$ cat config.mk
export PLATFORM = sky130hd
export DESIGN_NAME = ag32gbd_ram_read_flat
export DESIGN_NICKNAME = d
export VERILOG_FILES = /design/src/rtl/ag32gbd_ram_read_if.sv /design/src/rtl/ag32gbd_ram_read.sv /design/src/flat_wrapper.sv
export SDC_FILE = /design/constraint.sdc
export NUM_CORES = 1
export LEC_CHECK = 0
export CAP_MARGIN = 40
export CELL_PAD_IN_SITES_DETAIL_PLACEMENT = 1
export CELL_PAD_IN_SITES_GLOBAL_PLACEMENT = 2
export CORE_ASPECT_RATIO = 1.2
export CORE_MARGIN = 1.5
export CORE_UTILIZATION = 30
export DETAILED_ROUTE_END_ITERATION = 10
export GPL_ROUTABILITY_DRIVEN = 0
export PLACE_DENSITY_LB_ADDON = 0.1
export SLEW_MARGIN = 20
export SYNTH_ARGS = -nofsm -noshare
export SYNTH_HDL_FRONTEND = slang
export SYNTH_SLANG_ARGS = --single-unit
export TNS_END_PERCENT = 10
$ cat constraint.sdc
create_clock -name sys_clock -period 3.4 [get_ports sys_clock]
set_input_delay 0.68 -clock sys_clock [delete_from_list [all_inputs] [get_ports sys_clock]]
set_output_delay 0.68 -clock sys_clock [all_outputs]
set_load 0.005 [all_outputs]
$ cat src/rtl/ag32gbd_ram_read_if.sv
// SRAM bank0 read bus and 4-phase block-buffer write handshake.
// The master side is the block reader; the slave side is the SRAM plus buffer.
interface ag32gbd_ram_read_if;
  logic [11:0] Ram_Reading_Addr_Low;
  logic        Ram_Reading_nCS;
  logic        Ram_Reading_nOE;
  logic [7:0]  Ram_Reading_Data;
  logic        WriteBuffer;
  logic [9:0]  WriteBufferOffset;
  logic [7:0]  WriteBufferData;
  logic        BufferWriteAck;

  modport master (
    output Ram_Reading_Addr_Low, Ram_Reading_nCS, Ram_Reading_nOE,
    output WriteBuffer, WriteBufferOffset, WriteBufferData,
    input  Ram_Reading_Data, BufferWriteAck
  );

  modport slave (
    input  Ram_Reading_Addr_Low, Ram_Reading_nCS, Ram_Reading_nOE,
    input  WriteBuffer, WriteBufferOffset, WriteBufferData,
    output Ram_Reading_Data, BufferWriteAck
  );
endinterface

$ cat src/rtl/ag32gbd_ram_read.sv
// Reads one 256-byte SRAM bank0 block per trigger and re-interleaves each byte
// pair into two packed 2bpp bytes written to the block buffer.
module ag32gbd_ram_read #(
  parameter int unsigned HEAT_UP_CYCLES   = 10,
  parameter int unsigned READ_WAIT_CYCLES = 5
) (
  input  logic                      sys_clock,
  input  logic                      sys_resetn,
  input  logic                      NewRunReset,
  input  logic                      BlockReadRequest,
  output logic                      Gbd_Reading_Ram,
  ag32gbd_ram_read_if.master        bus,
  output logic                      BlockDone,
  output logic [3:0]                RoundCount
);

  localparam int unsigned CNT_W = 8;
  localparam logic [CNT_W-1:0] HEAT_LAST = CNT_W'(HEAT_UP_CYCLES - 1);
  localparam logic [CNT_W-1:0] WAIT_LAST = CNT_W'(READ_WAIT_CYCLES - 1);

  typedef enum logic [3:0] {
    IDLE, HEAT_UP, ADDR0, SAMPLE0, ADDR1, SAMPLE1, WBUF0, WBUF1, NEXT
  } state_t;

  state_t           state, state_n;
  logic [CNT_W-1:0] cnt, cnt_n;
  logic [6:0]       k, k_n;
  logic [3:0]       round_cnt, round_n;
  logic [7:0]       p0, p0_n;
  logic [3:0]       p1_lo, p1_lo_n;
  logic [11:0]      addr, addr_n;
  logic             ncs, ncs_n;
  logic             noe, noe_n;
  logic             wb, wb_n;
  logic [9:0]       wb_off, wb_off_n;
  logic [7:0]       wb_data, wb_data_n;
  logic             ack_seen, ack_seen_n;
  logic             done, done_n;
  logic             busy, busy_n;
  logic             req_q;
  logic             start_c;

  // Interleave two nibbles into one 2bpp byte: odd bit above even bit per pixel.
  function automatic logic [7:0] weave(input logic [3:0] odd, input logic [3:0] even);
    logic [7:0] w;
    for (int i = 0; i < 4; i++) begin
      w[2*i+1] = odd[i];
      w[2*i]   = even[i];
    end
    return w;
  endfunction

  // Trigger edge detector keeps sampling through reset so a held level cannot retrigger.
  always_ff @(posedge sys_clock) req_q <= BlockReadRequest;

  assign start_c = !req_q && BlockReadRequest;

  always_comb begin
    state_n    = state;
    cnt_n      = cnt;
    k_n        = k;
    round_n    = round_cnt;
    p0_n       = p0;
    p1_lo_n    = p1_lo;
    addr_n     = addr;
    ncs_n      = ncs;
    noe_n      = noe;
    wb_n       = wb;
    wb_off_n   = wb_off;
    wb_data_n  = wb_data;
    ack_seen_n = ack_seen;
    done_n     = 1'b0;

    case (state)
      IDLE: begin
        if (start_c) begin
          k_n     = 7'd0;
          cnt_n   = '0;
          ncs_n   = 1'b0;
          state_n = HEAT_UP;
        end
      end
      HEAT_UP: begin
        if (cnt == HEAT_LAST) begin
          noe_n   = 1'b0;
          state_n = ADDR0;
        end else begin
          cnt_n = cnt + CNT_W'(1);
        end
      end
      ADDR0: begin
        addr_n  = {round_cnt, k, 1'b0};
        cnt_n   = '0;
        state_n = SAMPLE0;
      end
      SAMPLE0: begin
        if (cnt == WAIT_LAST) begin
          p0_n    = bus.Ram_Reading_Data;
          state_n = ADDR1;
        end else begin
          cnt_n = cnt + CNT_W'(1);
        end
      end
      ADDR1: begin
        addr_n  = {round_cnt, k, 1'b1};
        cnt_n   = '0;
        state_n = SAMPLE1;
      end
      SAMPLE1: begin
        if (cnt == WAIT_LAST) begin
          // Only the low nibble of p1 is needed later; the high nibble goes straight into b0.
          p1_lo_n    = bus.Ram_Reading_Data[3:0];
          wb_off_n   = {2'b00, k[2:0], k[6:3], 1'b0};
          wb_data_n  = weave(bus.Ram_Reading_Data[7:4], p0[7:4]);
          wb_n       = 1'b1;
          ack_seen_n = 1'b0;
          state_n    = WBUF0;
        end else begin
          cnt_n = cnt + CNT_W'(1);
        end
      end
      WBUF0: begin
        if (!ack_seen) begin
          if (bus.BufferWriteAck) begin
            wb_n       = 1'b0;
            ack_seen_n = 1'b1;
          end
        end else if (!bus.BufferWriteAck) begin
          wb_off_n   = {2'b00, k[2:0], k[6:3], 1'b1};
          wb_data_n  = weave(p1_lo, p0[3:0]);
          wb_n       = 1'b1;
          ack_seen_n = 1'b0;
          state_n    = WBUF1;
        end
      end
      WBUF1: begin
        if (!ack_seen) begin
          if (bus.BufferWriteAck) begin
            wb_n       = 1'b0;
            ack_seen_n = 1'b1;
          end
        end else if (!bus.BufferWriteAck) begin
          ack_seen_n = 1'b0;
          state_n    = NEXT;
        end
      end
      NEXT: begin
        if (k == 7'd127) begin
          ncs_n   = 1'b1;
          noe_n   = 1'b1;
          addr_n  = '0;
          round_n = round_cnt + 4'd1;
          done_n  = 1'b1;
          state_n = IDLE;
        end else begin
          k_n     = k + 7'd1;
          state_n = ADDR0;
        end
      end
      default: state_n = IDLE;
    endcase

    busy_n = (state_n != IDLE);
  end

  // State and registered outputs; NewRunReset aborts exactly like a reset.
  always_ff @(posedge sys_clock) begin
    if (!sys_resetn || NewRunReset) begin
      state     <= IDLE;
      cnt       <= '0;
      k         <= '0;
      round_cnt <= '0;
      p0        <= '0;
      p1_lo     <= '0;
      addr      <= '0;
      ncs       <= 1'b1;
      noe       <= 1'b1;
      wb        <= 1'b0;
      wb_off    <= '0;
      wb_data   <= '0;
      ack_seen  <= 1'b0;
      done      <= 1'b0;
      busy      <= 1'b0;
    end else begin
      state     <= state_n;
      cnt       <= cnt_n;
      k         <= k_n;
      round_cnt <= round_n;
      p0        <= p0_n;
      p1_lo     <= p1_lo_n;
      addr      <= addr_n;
      ncs       <= ncs_n;
      noe       <= noe_n;
      wb        <= wb_n;
      wb_off    <= wb_off_n;
      wb_data   <= wb_data_n;
      ack_seen  <= ack_seen_n;
      done      <= done_n;
      busy      <= busy_n;
    end
  end

  assign bus.Ram_Reading_Addr_Low = addr;
  assign bus.Ram_Reading_nCS      = ncs;
  assign bus.Ram_Reading_nOE      = noe;
  assign bus.WriteBuffer          = wb;
  assign bus.WriteBufferOffset    = wb_off;
  assign bus.WriteBufferData      = wb_data;
  assign Gbd_Reading_Ram          = busy;
  assign BlockDone                = done;
  assign RoundCount               = round_cnt;

endmodule

$ cat src/flat_wrapper.sv
// flat-port wrapper written by rule: the top's interface ports become plain ports
module ag32gbd_ram_read_flat 
#(
  parameter int unsigned HEAT_UP_CYCLES   = 10,
  parameter int unsigned READ_WAIT_CYCLES = 5
)
  (sys_clock, sys_resetn, NewRunReset, BlockReadRequest, Gbd_Reading_Ram, BlockDone, RoundCount, bus_Ram_Reading_Addr_Low, bus_Ram_Reading_nCS, bus_Ram_Reading_nOE, bus_WriteBuffer, bus_WriteBufferOffset, bus_WriteBufferData, bus_Ram_Reading_Data, bus_BufferWriteAck);
  ag32gbd_ram_read_if bus_i ();
  input  logic sys_clock;
  input  logic sys_resetn;
  input  logic NewRunReset;
  input  logic BlockReadRequest;
  output logic Gbd_Reading_Ram;
  output logic BlockDone;
  output logic [3:0] RoundCount;
  output wire logic [$bits(bus_i.Ram_Reading_Addr_Low)-1:0] bus_Ram_Reading_Addr_Low;
  output wire logic [$bits(bus_i.Ram_Reading_nCS)-1:0] bus_Ram_Reading_nCS;
  output wire logic [$bits(bus_i.Ram_Reading_nOE)-1:0] bus_Ram_Reading_nOE;
  output wire logic [$bits(bus_i.WriteBuffer)-1:0] bus_WriteBuffer;
  output wire logic [$bits(bus_i.WriteBufferOffset)-1:0] bus_WriteBufferOffset;
  output wire logic [$bits(bus_i.WriteBufferData)-1:0] bus_WriteBufferData;
  input wire logic [$bits(bus_i.Ram_Reading_Data)-1:0] bus_Ram_Reading_Data;
  input wire logic [$bits(bus_i.BufferWriteAck)-1:0] bus_BufferWriteAck;
  assign bus_Ram_Reading_Addr_Low = bus_i.Ram_Reading_Addr_Low;
  assign bus_Ram_Reading_nCS = bus_i.Ram_Reading_nCS;
  assign bus_Ram_Reading_nOE = bus_i.Ram_Reading_nOE;
  assign bus_WriteBuffer = bus_i.WriteBuffer;
  assign bus_WriteBufferOffset = bus_i.WriteBufferOffset;
  assign bus_WriteBufferData = bus_i.WriteBufferData;
  assign bus_i.Ram_Reading_Data = bus_Ram_Reading_Data;
  assign bus_i.BufferWriteAck = bus_BufferWriteAck;
  ag32gbd_ram_read #(.HEAT_UP_CYCLES(HEAT_UP_CYCLES), .READ_WAIT_CYCLES(READ_WAIT_CYCLES)) u_core (.sys_clock(sys_clock), .sys_resetn(sys_resetn), .NewRunReset(NewRunReset), .BlockReadRequest(BlockReadRequest), .Gbd_Reading_Ram(Gbd_Reading_Ram), .bus(bus_i), .BlockDone(BlockDone), .RoundCount(RoundCount));
endmodule
## After elaboration in Yosys (flattened, before gate mapping)

Cells that the tools add are included.

| word-level totals | value |
|---|---|
| register bits | 72 |
| latch bits | 0 |
| memory bits (writable) | 0 |
| ROM bits | 0 |
| logic and storage cells | 112 |
| memories kept | 0 |

| cells by class | value |
|---|---|
| add/sub/neg operators | 3 |
| $mul | 0 |
| div/mod/pow operators | 0 |
| $lt $le $gt $ge | 0 |
| eq/ne operators | 22 |
| shifts and indexed selects | 0 |
| muxes and demuxes | 42 |
| bitwise operators | 1 |
| reduce and logical (&&, ||, !) cells | 28 |

Operators by type and width:

| kind | count |
|---|---|
| $mux 8 | 6 |
| $pmux 12 s3 | 1 |
| $pmux 4 s9 | 1 |
| $mux 4 | 8 |
| $pmux 8 s4 | 1 |
| $mux 10 | 3 |
| $pmux 10 s2 | 1 |
| $eq 4x3->1 const B | 4 |
| $pmux 8 s2 | 1 |
| $mux 7 | 2 |
| $pmux 7 s2 | 1 |
| $mux 12 | 1 |
| $reduce_and 4->1 | 3 |
| $mux 1 | 11 |
| $ne 2x1->1 const B | 5 |
| $ne 2x2->1 const B | 5 |
| $reduce_and 2->1 | 5 |
| $reduce_and 3->1 | 3 |
| $add 8x1->8 const B | 1 |
| $eq 4x2->1 const B | 2 |
| $eq 8x3->1 const B | 1 |
| $eq 8x4->1 const B | 1 |
| $reduce_bool 2->1 | 4 |
| $reduce_bool 4->1 | 2 |
| 16 further kinds | 23 |

## Depth between registers and ports, before layout

| logic depth | value |
|---|---|
| depth after elaboration | 5 |
| mapped depth | 8 |

## Worst setup path after synthesis

Ideal clock, no wire load.

| timing | value |
|---|---|
| path kind | reg2reg |
| start | register u_core.cnt[0] |
| end | register u_core.busy (netlist: u_core.Gbd_Reading_Ram) |
| library setup time | 0.127 ns |
| arrival | 1.823 ns |
| required time | 3.273 ns |
| setup slack | 1.450 ns |
| cell stages (with the launch flop) | 7 |
| buffers on the path | 0 |
| clock period less this slack | 1.950 ns |
| cell sequence | dfxtp_1 -> ha_1 -> nor4bb_1 -> o21ai_1 -> a211oi_1 -> a21oi_2 -> or3_1 |

| between the ends | value |
|---|---|
| word-level cells in the longest chain between the ends | 4 |

RTL lines:

| item | line | text |
|---|---|---|
| from (decl) | ag32gbd_ram_read.sv:26 | `logic [CNT_W-1:0] cnt, cnt_n;` |
| from (signal assigned) | ag32gbd_ram_read.sv:186 | `cnt <= cnt_n;` |
| $eq 8x3->1 / $eq 8x4->1 (equally long branches) | ag32gbd_ram_read.sv:97, ag32gbd_ram_read.sv:110, ag32gbd_ram_read.sv:84 |  |
| $mux 4 (on tied branches) | ag32gbd_ram_read.sv:110, ag32gbd_ram_read.sv:84, ag32gbd_ram_read.sv:97 |  |
| $pmux 4 s9 * | ag32gbd_ram_read.sv:74 | `case (state)` |
| $reduce_bool 4->1 * | ag32gbd_ram_read.sv:163 | `busy_n = (state_n != IDLE);` |
| to (signal assigned) | ag32gbd_ram_read.sv:199 | `busy <= busy_n;` |
| to (decl) | ag32gbd_ram_read.sv:39 | `logic busy, busy_n;` |

Every way passes the cells marked *; elsewhere a longest branch is shown, timed or not.
A chain may end at the register's enable or synchronous reset.

## Worst setup path in the final report

| timing | value |
|---|---|
| start | register u_core.state[1] |
| end | register u_core.wb_off[3] (netlist: u_core.bus.WriteBufferOffset[3]) |

| between the ends | value |
|---|---|
| word-level cells in the longest chain between the ends | 3 |

RTL lines:

| item | line | text |
|---|---|---|
| from (decl) | ag32gbd_ram_read.sv:25 | `state_t state, state_n;` |
| from (signal assigned) | ag32gbd_ram_read.sv:185 | `state <= state_n;` |
| $eq 4x3->1 | ag32gbd_ram_read.sv:74 |  |
| $ne 2x1->1 (no line), or another cell as far along | - |  |
| $reduce_and 4->1 (no line) | - |  |
| to (signal assigned) | ag32gbd_ram_read.sv:195 | `wb_off <= wb_off_n;` |
| to (decl) | ag32gbd_ram_read.sv:35 | `logic [9:0] wb_off, wb_off_n;` |

Several ways; a longest one is shown, not always the timed one.

==> out/metrics.cfg <==
[status]
outcome=finished clean

[route]
drt-vias-per-instance=4.98
route.vias.total=2615
drt_drc_violations_left=0
initialDrtViolationCount=63
routed_wire_length_mm=8.03
drt_first_pass_iters=4
wl_per_cell_um=15.3
detail-route-antenna-nets=0

[power_and_ir_drop]
powerDensity_mw_per_mm2=489
leakage_nw=1.43
ir_worst_vdd_mv=0.246

[finish]
final_util_pct=40.5
layout-drive-gt1-share_pct=7.77
finalNetCount=412
post_layout_cell_count=525
areaGrowthSynthToFinish_pct=31.0
insertedDiodeCount=0

[clocking]
clock_latency_ns=0.33
clk_transition_reported_paths_ns=0.05
cts_htree_levels=3
cts-root-buf=clkbuf_16
cts.sinks=70
clock_tree_from_tritoncts=yes
maximum_count_of_clock_buffers_along_a_single_path=2
tritoncts_buffer_count=9
post-cts-setup-buffers=0
cts-resized-gates=0
cts_hold_buf=0

[sta]
crit_share_post_route_pct=68.2
timing_max_transition_violations_final=0
finalHoldViolations=0
final.hold.worst_slack_ns=0.470
rsz0062_at_grt=no
maxClockFrequency_mhz=431
fin_crit_ns=2.32
finalSetupViolCount=0
setup-tns-final_ns=0
worst_slew_margin_pct=48.4
worst_clock_skew_ns=0.00437
worst_slew_pin_slew_ns=0.769
setup_slack_ns=1.08

[logic_synthesis]
synthesized_flop_and_latch_total=70
yosys.cell_count.top_type=dfxtp_1
ys_async_sr_fraction_pct=0
synth_edf_count=0
synth.area.top_cells=dfxtp_1, mux2i_1, nor2_1
synthDominantAreaCellType=dfxtp_1
netlist_area_mm2=0.00310
syn_area_per_cell_um2=8.95
synth.distinct_cells=48
synthDominantCellAreaShare_pct=45.3
syn_inst=346
synthFlopType=dfxtp_1
ys_warn_count=0
post_synth_most_frequent_cells=dfxtp_1, nor2_1, mux2i_1, nand3_1, a21oi_1
sequential_area_share_after_synthesis_pct=45.3

[grt]
antenna_found_initial=0
grt_first_pass_wirelength_mm=13.3
gr_util_all_layers_pct=15.9
grt_overflow_total=0
number_of_global_route_vias_before_repair=2676
grt_start_max_net_pins=26

[place]
detailedPlacementHpwl_mm=5.63
port-buffer-count=49
placed_cells_incl_taps=509
detailedPlace.worstSlack_ns=0.791

[run]
timing.max_cap.violations=0

[floorplan]
io_pins=52
rows=40
placeableCoreArea_mm2=0.0100
die_width_um=95.7
floorplan.initialDensity_pct=30.9
die_height_um=114
dieArea_mm2=0.0109

[hold_path]
min_path_type=flip-flop to flip-flop
holdPathStages=2

[critical_path]
critPathArrivalTime_ns=2.53
timing.setup.critical_path_class=flip-flop to flip-flop
critPathMaxFanout=24
setup.worst_path.start_class=flip-flop
critPathCaptureType=flip-flop
setup.reg_to_reg.worst_slack_ns=1.08
critical_path_required_ns=3.61
reg2reg_depth=5

==> through the flow <==
step / instance area (um^2) / total power, W
3_5_place_dp: 3710 / 0.000901
4_1_cts: 4060 / 0.00201
6_report: 4060 / 0.00198
5_1_grt: 4060 / 0.00205
2_1_floorplan: 3100 / 0.000873
3_3_place_gp: 3710 / 0.000901
==> power by group <==
| part | total [W] | internal [W] | switching [W] | leakage (nW) |
|---|---|---|---|---|
| clock | 0.00110 | 0.000757 | 0.000344 | 0.170 |
| combinational | 0.0000578 | 0.0000251 | 0.0000327 | 0.696 |
| sequential | 0.000825 | 0.000823 | 0.00000191 | 0.564 |
| total | 0.00198 | 0.00161 | 0.000379 | 1.43 |
==> final cells by class <==
type | count | area [um^2]
Clock buffer | 13 | 260
Clock inverter | 3 | 90.1
Fill cell | 1175 | 5950
Inverter | 7 | 26.3
Multi-Input combinational cell | 250 | 1580
Sequential cell | 70 | 1400
Tap cell | 126 | 158
Timing Repair Buffer | 56 | 543
==> worst max-delay path, cell delays in order (launching register included) <==
cell and delay (ns):
dfxtp_1 0.45, nor3b_1 0.49, nand4_2 0.34, nand2_2 0.58, mux2i_1 0.26, nor2_1 0.06
==> final timing paths <==
kind,start,end
hold reg to reg,u_core.bus.Ram_Reading_Addr_Low[8],u_core.bus.Ram_Reading_Addr_Low[8]
hold / removal,u_core.bus.Ram_Reading_Addr_Low[8],u_core.bus.Ram_Reading_Addr_Low[8]
setup reg to reg,u_core.state[1],u_core.bus.WriteBufferOffset[3]
setup / recovery,u_core.state[1],u_core.bus.WriteBufferOffset[3]
==> cells by family (layout without fill, tap and decap cells) <==
logic type      after synthesis  in the layout  share of synthesized area, %
mux                          28             28                          9.05
xor+xnor                     11             11                          3.11
buf+inv                      27             79                          4.16
other cells                   1              2                         0.121
simple gates                140            140                          22.9
compound gates               64             64                          13.4
fa+ha+maj                     5              5                          2.02
flops                        70             70                          45.3
==> layout by cell type (no fill, tap or decap), types with 3 or more instances in the layout <==
cell type and n:
a211oi_1 13, a21oi_1 22, and3_1 4, buf_4 7
bufinv_16 3, clkbuf_16 9, clkdlybuf4s50_1 49, dfxtp_1 70
ha_1 5, inv_1 7, mux2i_1 28, nand2_1 21
nand3_1 26, nand3b_1 3, nand4_1 6, nor2_1 50
nor2b_1 3, o21ai_0 11, o21ai_1 3, or3_1 7
xnor2_1 4, xor2_1 7
==> flip-flops by register name, indices dropped and copies added (netlist names) <==
signal,count
u_core.bus.Ram_Reading_Addr_Low,12
u_core.bus.WriteBufferData,8
u_core.cnt,8
u_core.req_q,1
u_core.bus.WriteBufferOffset,8
u_core.bus.Ram_Reading_nOE,1
u_core.p0,8
u_core.k,7
u_core.bus.Ram_Reading_nCS,1
u_core.bus.WriteBuffer,1
u_core.ack_seen,1
u_core.RoundCount,4
u_core.p1_lo,4
u_core.Gbd_Reading_Ram,1
u_core.state,4
u_core.BlockDone,1
==> routing by layer <==
metal | vias to the layer above | track usage (%) | routed length [um]
met5 | - | 0 | 0
met4 | 0 | 7.94 | 168
met3 | 10 | 2.32 | 209
li1 | 1317 | - | -
met2 | 37 | 25.5 | 3670
met1 | 1251 | 20.7 | 3990
Power figures use the tool's default switching activity.
